--- src/rtl/subroundconstant_pkg.sv ---
// Shared definitions for the Poseidon inverse add-round-constant stage.
// State encoding and default operand width.
package subroundconstant_pkg;

    localparam int DEFAULT_W = 256;

    typedef enum logic [1:0] {
        S_IDLE = 2'd0,
        S_SUB1 = 2'd1,
        S_SUB2 = 2'd2,
        S_DONE = 2'd3
    } state_t;

endpackage

--- src/rtl/subroundconstant_arc_mod_sub.sv ---
// Combinational modular subtractor c = (a - b) mod p with a single +p correction.
// Exact for a, b < p; out-of-range operands get the same one-shot correction.
module arc_mod_sub #(
    parameter int WIDTH = subroundconstant_pkg::DEFAULT_W
) (
    input  logic [WIDTH-1:0] a,
    input  logic [WIDTH-1:0] b,
    input  logic [WIDTH-1:0] p,
    output logic [WIDTH-1:0] c,
    output logic             borrow
);

    logic [WIDTH:0] diff;

    // One extra bit captures the borrow out of the raw subtraction.
    assign diff   = {1'b0, a} - {1'b0, b};
    assign borrow = diff[WIDTH];
    assign c      = borrow ? (diff[WIDTH-1:0] + p) : diff[WIDTH-1:0];

endmodule

--- src/rtl/subroundconstant.sv ---
// Recovers x = (arc - pos_key - pre_key) mod p using one shared modular
// subtractor over two cycles, behind valid/ready handshakes on both sides.
module subroundconstant
    import subroundconstant_pkg::*;
#(
    parameter int IDW = DEFAULT_W,
    parameter int ODW = DEFAULT_W
) (
    input  logic           i_clk,
    input  logic           i_rstn,
    input  logic           i_valid,
    output logic           o_ready,
    input  logic [IDW-1:0] i_arc,
    input  logic [IDW-1:0] i_pre_key,
    input  logic [IDW-1:0] i_pos_key,
    input  logic [IDW-1:0] i_p,
    output logic           o_valid,
    input  logic           i_rdy,
    output logic [ODW-1:0] o_x,
    output logic           o_flag
);

    state_t         state, state_nxt;
    logic [IDW-1:0] arc_r, pre_r, pos_r, p_r, t_r;
    logic           wrap_r;
    logic [IDW-1:0] sub_a, sub_b, sub_c;
    logic           sub_borrow;

    // Handshake outputs decode the state register only: no input-to-output path.
    assign o_ready = (state == S_IDLE);
    assign o_valid = (state == S_DONE);

    always_comb begin
        // NOTE: default assigned first so no path through the case leaves
        // state_nxt unassigned, which would otherwise infer a latch.
        state_nxt = state;
        unique case (state)
            S_IDLE: if (i_valid) state_nxt = S_SUB1;
            S_SUB1: state_nxt = S_SUB2;
            S_SUB2: state_nxt = S_DONE;
            S_DONE: if (i_rdy) state_nxt = S_IDLE;
        endcase
    end

    // SUB2 feeds the intermediate back through the same subtractor.
    assign sub_a = (state == S_SUB2) ? t_r   : arc_r;
    assign sub_b = (state == S_SUB2) ? pre_r : pos_r;

    arc_mod_sub #(.WIDTH(IDW)) u_sub (
        .a      (sub_a),
        .b      (sub_b),
        .p      (p_r),
        .c      (sub_c),
        .borrow (sub_borrow)
    );

    // NOTE: every register here uses non-blocking assignment so all updates
    // within one edge see the pre-edge values, matching real flip-flops.
    always_ff @(posedge i_clk or negedge i_rstn) begin
        if (!i_rstn) begin
            state  <= S_IDLE;
            arc_r  <= '0;
            pre_r  <= '0;
            pos_r  <= '0;
            p_r    <= '0;
            t_r    <= '0;
            wrap_r <= 1'b0;
            o_x    <= '0;
            o_flag <= 1'b0;
        end else begin
            state <= state_nxt;
            unique case (state)
                S_IDLE: begin
                    if (i_valid) begin
                        arc_r  <= i_arc;
                        pre_r  <= i_pre_key;
                        pos_r  <= i_pos_key;
                        p_r    <= i_p;
                        wrap_r <= 1'b0;
                    end
                end
                S_SUB1: begin
                    t_r    <= sub_c;
                    wrap_r <= sub_borrow;
                end
                S_SUB2: begin
                    o_x    <= ODW'(sub_c);
                    o_flag <= wrap_r | sub_borrow;
                end
                S_DONE: ;
            endcase
        end
    end

endmodule
--- config.mk ---
export PLATFORM = sky130hd
export DESIGN_NAME = subroundconstant
export DESIGN_NICKNAME = d
export VERILOG_FILES = /design/src/rtl/subroundconstant_pkg.sv /design/src/rtl/subroundconstant_arc_mod_sub.sv /design/src/rtl/subroundconstant.sv
export SDC_FILE = /design/constraint.sdc
export NUM_CORES = 2
export LEC_CHECK = 0
export CORE_AREA = 2 2 506 508
export CTS_CLUSTER_DIAMETER = 60
export CTS_CLUSTER_SIZE = 24
export DETAILED_ROUTE_END_ITERATION = 8
export DIE_AREA = 0 0 508 510
export HOLD_SLACK_MARGIN = 0.1
export PLACE_DENSITY_LB_ADDON = 0.1
export REMOVE_ABC_BUFFERS = 1
export SLEW_MARGIN = 25
export SYNTH_ARGS = -nofsm -noshare
export SYNTH_HDL_FRONTEND = slang
export SYNTH_SLANG_ARGS = --single-unit
--- constraint.sdc ---
create_clock -name i_clk -period 18.6 [get_ports i_clk]
set_clock_uncertainty 0.1 [all_clocks]
set_input_delay 5.58 -clock i_clk [delete_from_list [all_inputs] [get_ports i_clk]]
set_output_delay 5.58 -clock i_clk [all_outputs]
set_load 0.02 [all_outputs]
**Word-level counts from Yosys, hierarchy flattened**

Cells that the tools add are included.
Widths: inputs -> output; s select.

- Register bits after elaboration: 1540
- Output and inout bits: 259
- Logic and storage cells: 30

- $add $sub $neg: 2
- Eq/ne operators: 5
- Mux-type cells: 8
- Bitwise operators: 1
- Reductions and logical operators: 5

Operators with widths:

| cell | number |
|---|---|
| $mux 256 | 3 |
| $sub 256x256->257 | 1 |
| $add 256x256->256 | 1 |
| $pmux 2 s4 | 1 |
| $reduce_and 2->1 | 3 |
| $eq 2x2->1 const B | 2 |
| $mux 2 | 2 |
| $eq 2x1->1 const B | 1 |
| $logic_not 2->1 | 1 |
| $ne 2x1->1 const B | 1 |
| $ne 2x2->1 const B | 1 |
| $pmux 1 s2 | 1 |
| $reduce_bool 2->1 | 1 |
| $mux 1 | 1 |
| $or 1x1->1 | 1 |

**Depth between registers and ports, before layout**

- Depth after elaboration: 5
- Gate-level depth with buffers: 39
- Mapped depth without buffers: 35

**Hierarchy**

Synthesis repeated with hierarchy kept, for this count alone.

- Cells, all modules: 10366
- Area, all modules: 102530.8 µm²

Modules (own cells, without submodules):

| module | instances | cells an instance | area each (µm²) |
|---|---|---|---|
| subroundconstant | 1 | 3836 | 62950.4 |
| arc_mod_sub | 1 | 6530 | 39580.5 |

**Least setup slack after synthesis**

No wires, ideal clock.

- Kind: reg2reg
- Start: reg state[0]
- End: reg t_r[255]
- Setup time: 0.137 ns
- Arrival time: 8.166 ns
- Required time: 18.363 ns
- Path slack: 10.197 ns
- Stages on the path, launching flop included: 38
- Path buffers: 3
- Clock period less this slack: 8.403 ns
- Path through: dfrtp_1 > inv_1 > ha_1 > clkbuf_1 > clkbuf_1 > clkbuf_1 > mux2i_1 > ha_1 > inv_1 > fa_1 > a21o_1 > a221oi_1 > o211a_1 > o41a_1 > o211ai_1 > a32o_1 > o21a_1 > nand2b_1 > (+2 left out) > o21ai_0 > xor2_1 > ha_1 > and4_1 > and4_1 > nand4_1 > nor4_1 > o311ai_0 > o311ai_1 > o211ai_1 > o211ai_1 > a31oi_1 > o21ai_1 > a221oi_1 > or4b_1 > a31oi_1 > xnor2_1 > a21oi_1

- Cells in the longest elaborated chain, start to end: 5

Ends and longest elaborated chain:

| item | RTL line | source |
|---|---|---|
| start: declaration | subroundconstant.sv:23 | `state_t state, state_nxt;` |
| start signal: assignment | subroundconstant.sv:71 | `state <= state_nxt;` |
| $eq 2x2->1 | subroundconstant.sv:46, subroundconstant.sv:47 |  |
| $mux 256, on equally long branches | subroundconstant.sv:46, subroundconstant.sv:47 |  |
| $sub 256x256->257 | subroundconstant_arc_mod_sub.sv:16 | `assign diff = {1'b0, a} - {1'b0, b};` |
| $add 256x256->256 | subroundconstant_arc_mod_sub.sv:18 | `assign c = borrow ? (diff[WIDTH-1:0] + p) : diff[WIDTH-1:0];` |
| $mux 256 | subroundconstant_arc_mod_sub.sv:18 |  |
| end signal: assignment | subroundconstant.sv:83 | `t_r <= sub_c;` |
| end: declaration | subroundconstant.sv:24 | `logic [IDW-1:0] arc_r, pre_r, pos_r, p_r, t_r;` |

Parallel ways exist; a longest one is shown, timed or not.
A chain may end at the register's enable or synchronous reset.

**Worst setup path after layout**

Ends and elaborated chain as after synthesis.

==> impl_summary.md <==
Route
The final layout contains routed wiring with a total length of 473000 um. Wire segments on met3 add up to 32600 um in the final route. In the final routing, the length of wire on met1 measures 201000 um. The number of remaining DRC errors is 0. The total number of vias is 92.1k.

For this run, the detailed router's first-pass iteration total came to 6. The highest metal layer carrying signal wires in the routed design is met5. The length of routed met2 wiring is 217000 um.

In the routed layout, each cell is associated on average with a via count of 5.99. The residual antenna-violating net count after detailed routing is 0. The routed length per placed instance is 30.8 um. The iteration-0 DRC count of the detailed router is 9449.

Synthesis
The synthesized cell area is 101000 sq um. The largest total area in the synthesized netlist belongs to sky130_fd_sc_hd__dfrtp_1. The area share of the largest cell type after synthesis is 38.0%.

Counting instances in the post-synthesis netlist gives the leading cell types as 1558 x sky130_fd_sc_hd__a21oi_1, 1540 x sky130_fd_sc_hd__dfrtp_1, 1318 x sky130_fd_sc_hd__mux2_2, 1216 x sky130_fd_sc_hd__nor2_1, 792 x sky130_fd_sc_hd__nand2_1. In the synthesized netlist the dominant register cell turns out to be sky130_fd_sc_hd__dfrtp_1. For this run, asynchronously set or reset flops after synthesis account for 100%.

The average instance in the mapped netlist occupies 9.32 sq um. The most common cell in the netlist is sky130_fd_sc_hd__a21oi_1. Ranked by total cell area, the synthesized netlist is headed by sky130_fd_sc_hd__dfrtp_1 38%, sky130_fd_sc_hd__mux2_2 15%, sky130_fd_sc_hd__a21oi_1 7.7%, sky130_fd_sc_hd__ha_1 6.7%, sky130_fd_sc_hd__nor2_1 4.5%.

The number of register bits inferred by synthesis is 1540. After technology mapping, the gate count stands at 10.9k. The share of synthesized area occupied by flip-flops and latches is 38.0%. The number of synthesized flops with an enable pin is 0.

The number of warnings reported in the yosys synthesis log is 0. The netlist uses 96 different library cells.

Global route
The global-route wire length before repair is 662000 um. The maximum number of pins on one net before global-route repair is 183. For this run the aggregate overflow at the end of global routing stands at 0. The number of global-route vias before repair was 90.0k. Global routing used 35.2% of the available tracks. The initial antenna violation count is 84.

STA
The portion of the clock cycle consumed by the worst path in the final layout is 77.1%. Setup repair after global routing left no endpoint under its margin. The number of max-slew violations in the final report came to 0. The transition time of the tightest slew-check pin is 1250 ps. Setup violations remaining at the end of the flow were counted as 0. The clock period could shrink to 14340 ps. The worst max-slew margin expressed relative to the limit is 15.7%. The final number of hold-violating endpoints came to 0. For the final routed database, the setup TNS stands at 0 ps.

The worst-case hold slack is 406 ps. The upper clock frequency limit is 0.0698 GHz.

Hold path
The path class of the tightest hold or removal check is reg -> reg.

Worst setup path
Data on the critical path is required at its endpoint by 19170 ps. The critical-path cell with the highest stage delay is sky130_fd_sc_hd__nor4_2. The endpoint arrival time on the critical path is 14910 ps. The top fanout value on the critical path is 55.

The library cell appearing most often on the critical path is sky130_fd_sc_hd__nand4_1. On the worst path, the slowest cell contributes a delay of 840 ps. The worst setup path is launched from a register. The nature of the critical path endpoint is a register. The classification of the worst setup path is reg -> reg.

Layout
The area occupied by registers is 38500 sq um. The synthesis-to-finish area growth is 20.8%. Counting the fill cells in the layout gives 24.0k.

In the final layout, the share of cells above drive strength 1 is 15.1%. In the final layout, the multi-input gates occupy 60200 sq um. The post-layout net count is 13.4k.

Clock tree
The CTS sink count is 1540. The CTS tree is built. The number of setup buffers added after CTS is 0. The number of buffers added to fix hold violations after cts is 0. The maximum root-to-sink buffer count is 3. The clock root buffer is sky130_fd_sc_hd__clkbuf_16. The clock transition time at the flip-flop clock pins of the worst setup and hold paths is 80 ps.

The H-tree was split into 4 levels. The number of resized instances in the post-cts repair step is 0. For the worst-skew pair, the clock arrives at the later sink with an insertion delay of 840 ps. TritonCTS created 136 clock buffers.

Floorplan
In this run the core area contains 185 standard-cell rows. The initial utilization of the core area, before any placement, comes to 40.0%. Pin placement for this block handled 1287 I/O pins.

The floorplan core area is 253000 sq um. In this run the horizontal extent of the chip is 508 um. The area of the die is 259000 sq um.

The die outline height is 510 um.

Place
The last weighted congestion value of the routability-driven placer is 1.06. During placement, the flow inserted port buffers numbering 1286. The final HPWL from detailed placement is 395000 um.

Outcome
The flow ran to the end, and the final reports show no timing, DRC or antenna violations.

Run
The number of maximum-capacitance constraint violations is 0.
cell type report:
cell class / count / share of cell area, %
Tap cell: 3366 / 3.44
Clock buffer: 147 / 2.90
Timing Repair Buffer: 1392 / 11.4
Multi-Input combinational cell: 8599 / 49.1
Sequential cell: 1540 / 31.4
Antenna cell: 39 / 0.0796
Inverter: 177 / 0.542
Clock inverter: 103 / 1.16
worst max-delay path, delay by kind of cell, from the launching register on:
| family | cells | cell delay [ps] |
|---|---|---|
| muxes | 1 | 540 |
| DFF | 1 | 440 |
| adders and majority gates | 3 | 1430 |
| and+or+nand+nor | 10 | 4220 |
| AOI/OAI and AO/OA | 15 | 5680 |
| buffers and inverters | 3 | 1230 |
| xor gates and xnor gates | 2 | 400 |
per-layer routing:
layer	vias up	GRT usage [%]
met4	14	15.0
met5	-	0
met2	3931	56.3
met1	45936	46.8
li1	41500	-
met3	719	6.01
sequential cells by signal, summed over array words and instances, names as in the netlist:
| signal | count |
|---|---|
| arc_r | 256 |
| o_flag | 1 |
| o_x | 256 |
| p_r | 256 |
| pos_r | 256 |
| pre_r | 256 |
| state | 2 |
| t_r | 256 |
| wrap_r | 1 |
kinds of logic after synthesis:
group                      share of synthesized area [%]
AOI/OAI and AO/OA                                   18.2
xor gates and xnor gates                            4.31
adders and majority gates                           6.77
buffers and inverters                               2.95
DFF                                                 38.0
muxes                                               17.6
and+or+nand+nor                                     12.2
worst paths after layout:
path                       startpoint       end  slack [ps]  cells past startpoint
max in group asynchronous      i_rstn  o_x[251]       10810                      5
hold / removal               arc_r[5]  arc_r[5]         410                      1
setup / recovery             state[0]  t_r[255]        4260                     34
setup reg to reg             state[0]  t_r[255]        4260                     34
min in group asynchronous      i_rstn   o_x[11]        4580                      1
hold reg to reg              arc_r[5]  arc_r[5]         410                      1
per-stage QoR:
step	cells	utilization, %	instance area [sq um]	worst slack (ps)
after floorplan	10316	-	99200	-18650
after global placement	15070	46.3	117000	4160
after detailed placement	15072	46.3	117000	5050
after CTS	15322	48.3	122000	4970
after global routing	15350	48.3	123000	4230
final	15363	48.4	123000	4260
cell usage in the layout (no fill, tap or decap), drive strengths merged, types with 37 or more instances in the layout:
master,count
a21o,257
nor2,1216
a221oi,41
xnor2,287
diode,39
mux2i,297
nand3,74
ha,546
o21ai,605
o21a,67
mux2,1319
dfrtp,1540
a31oi,75
clkinv,37
clkdlybuf4s50,1285
or2,41
nor4,57
nand2,792
inv,226
a21boi,48
nor3,128
nand4,288
clkbuf,147
buf,107
o21bai,179
a21oi,1589
xor2,212
o31ai,46
Power is left out: the tool's default activity adds up to more than one toggle a clock period on the data nets, which glitch-free logic cannot reach.
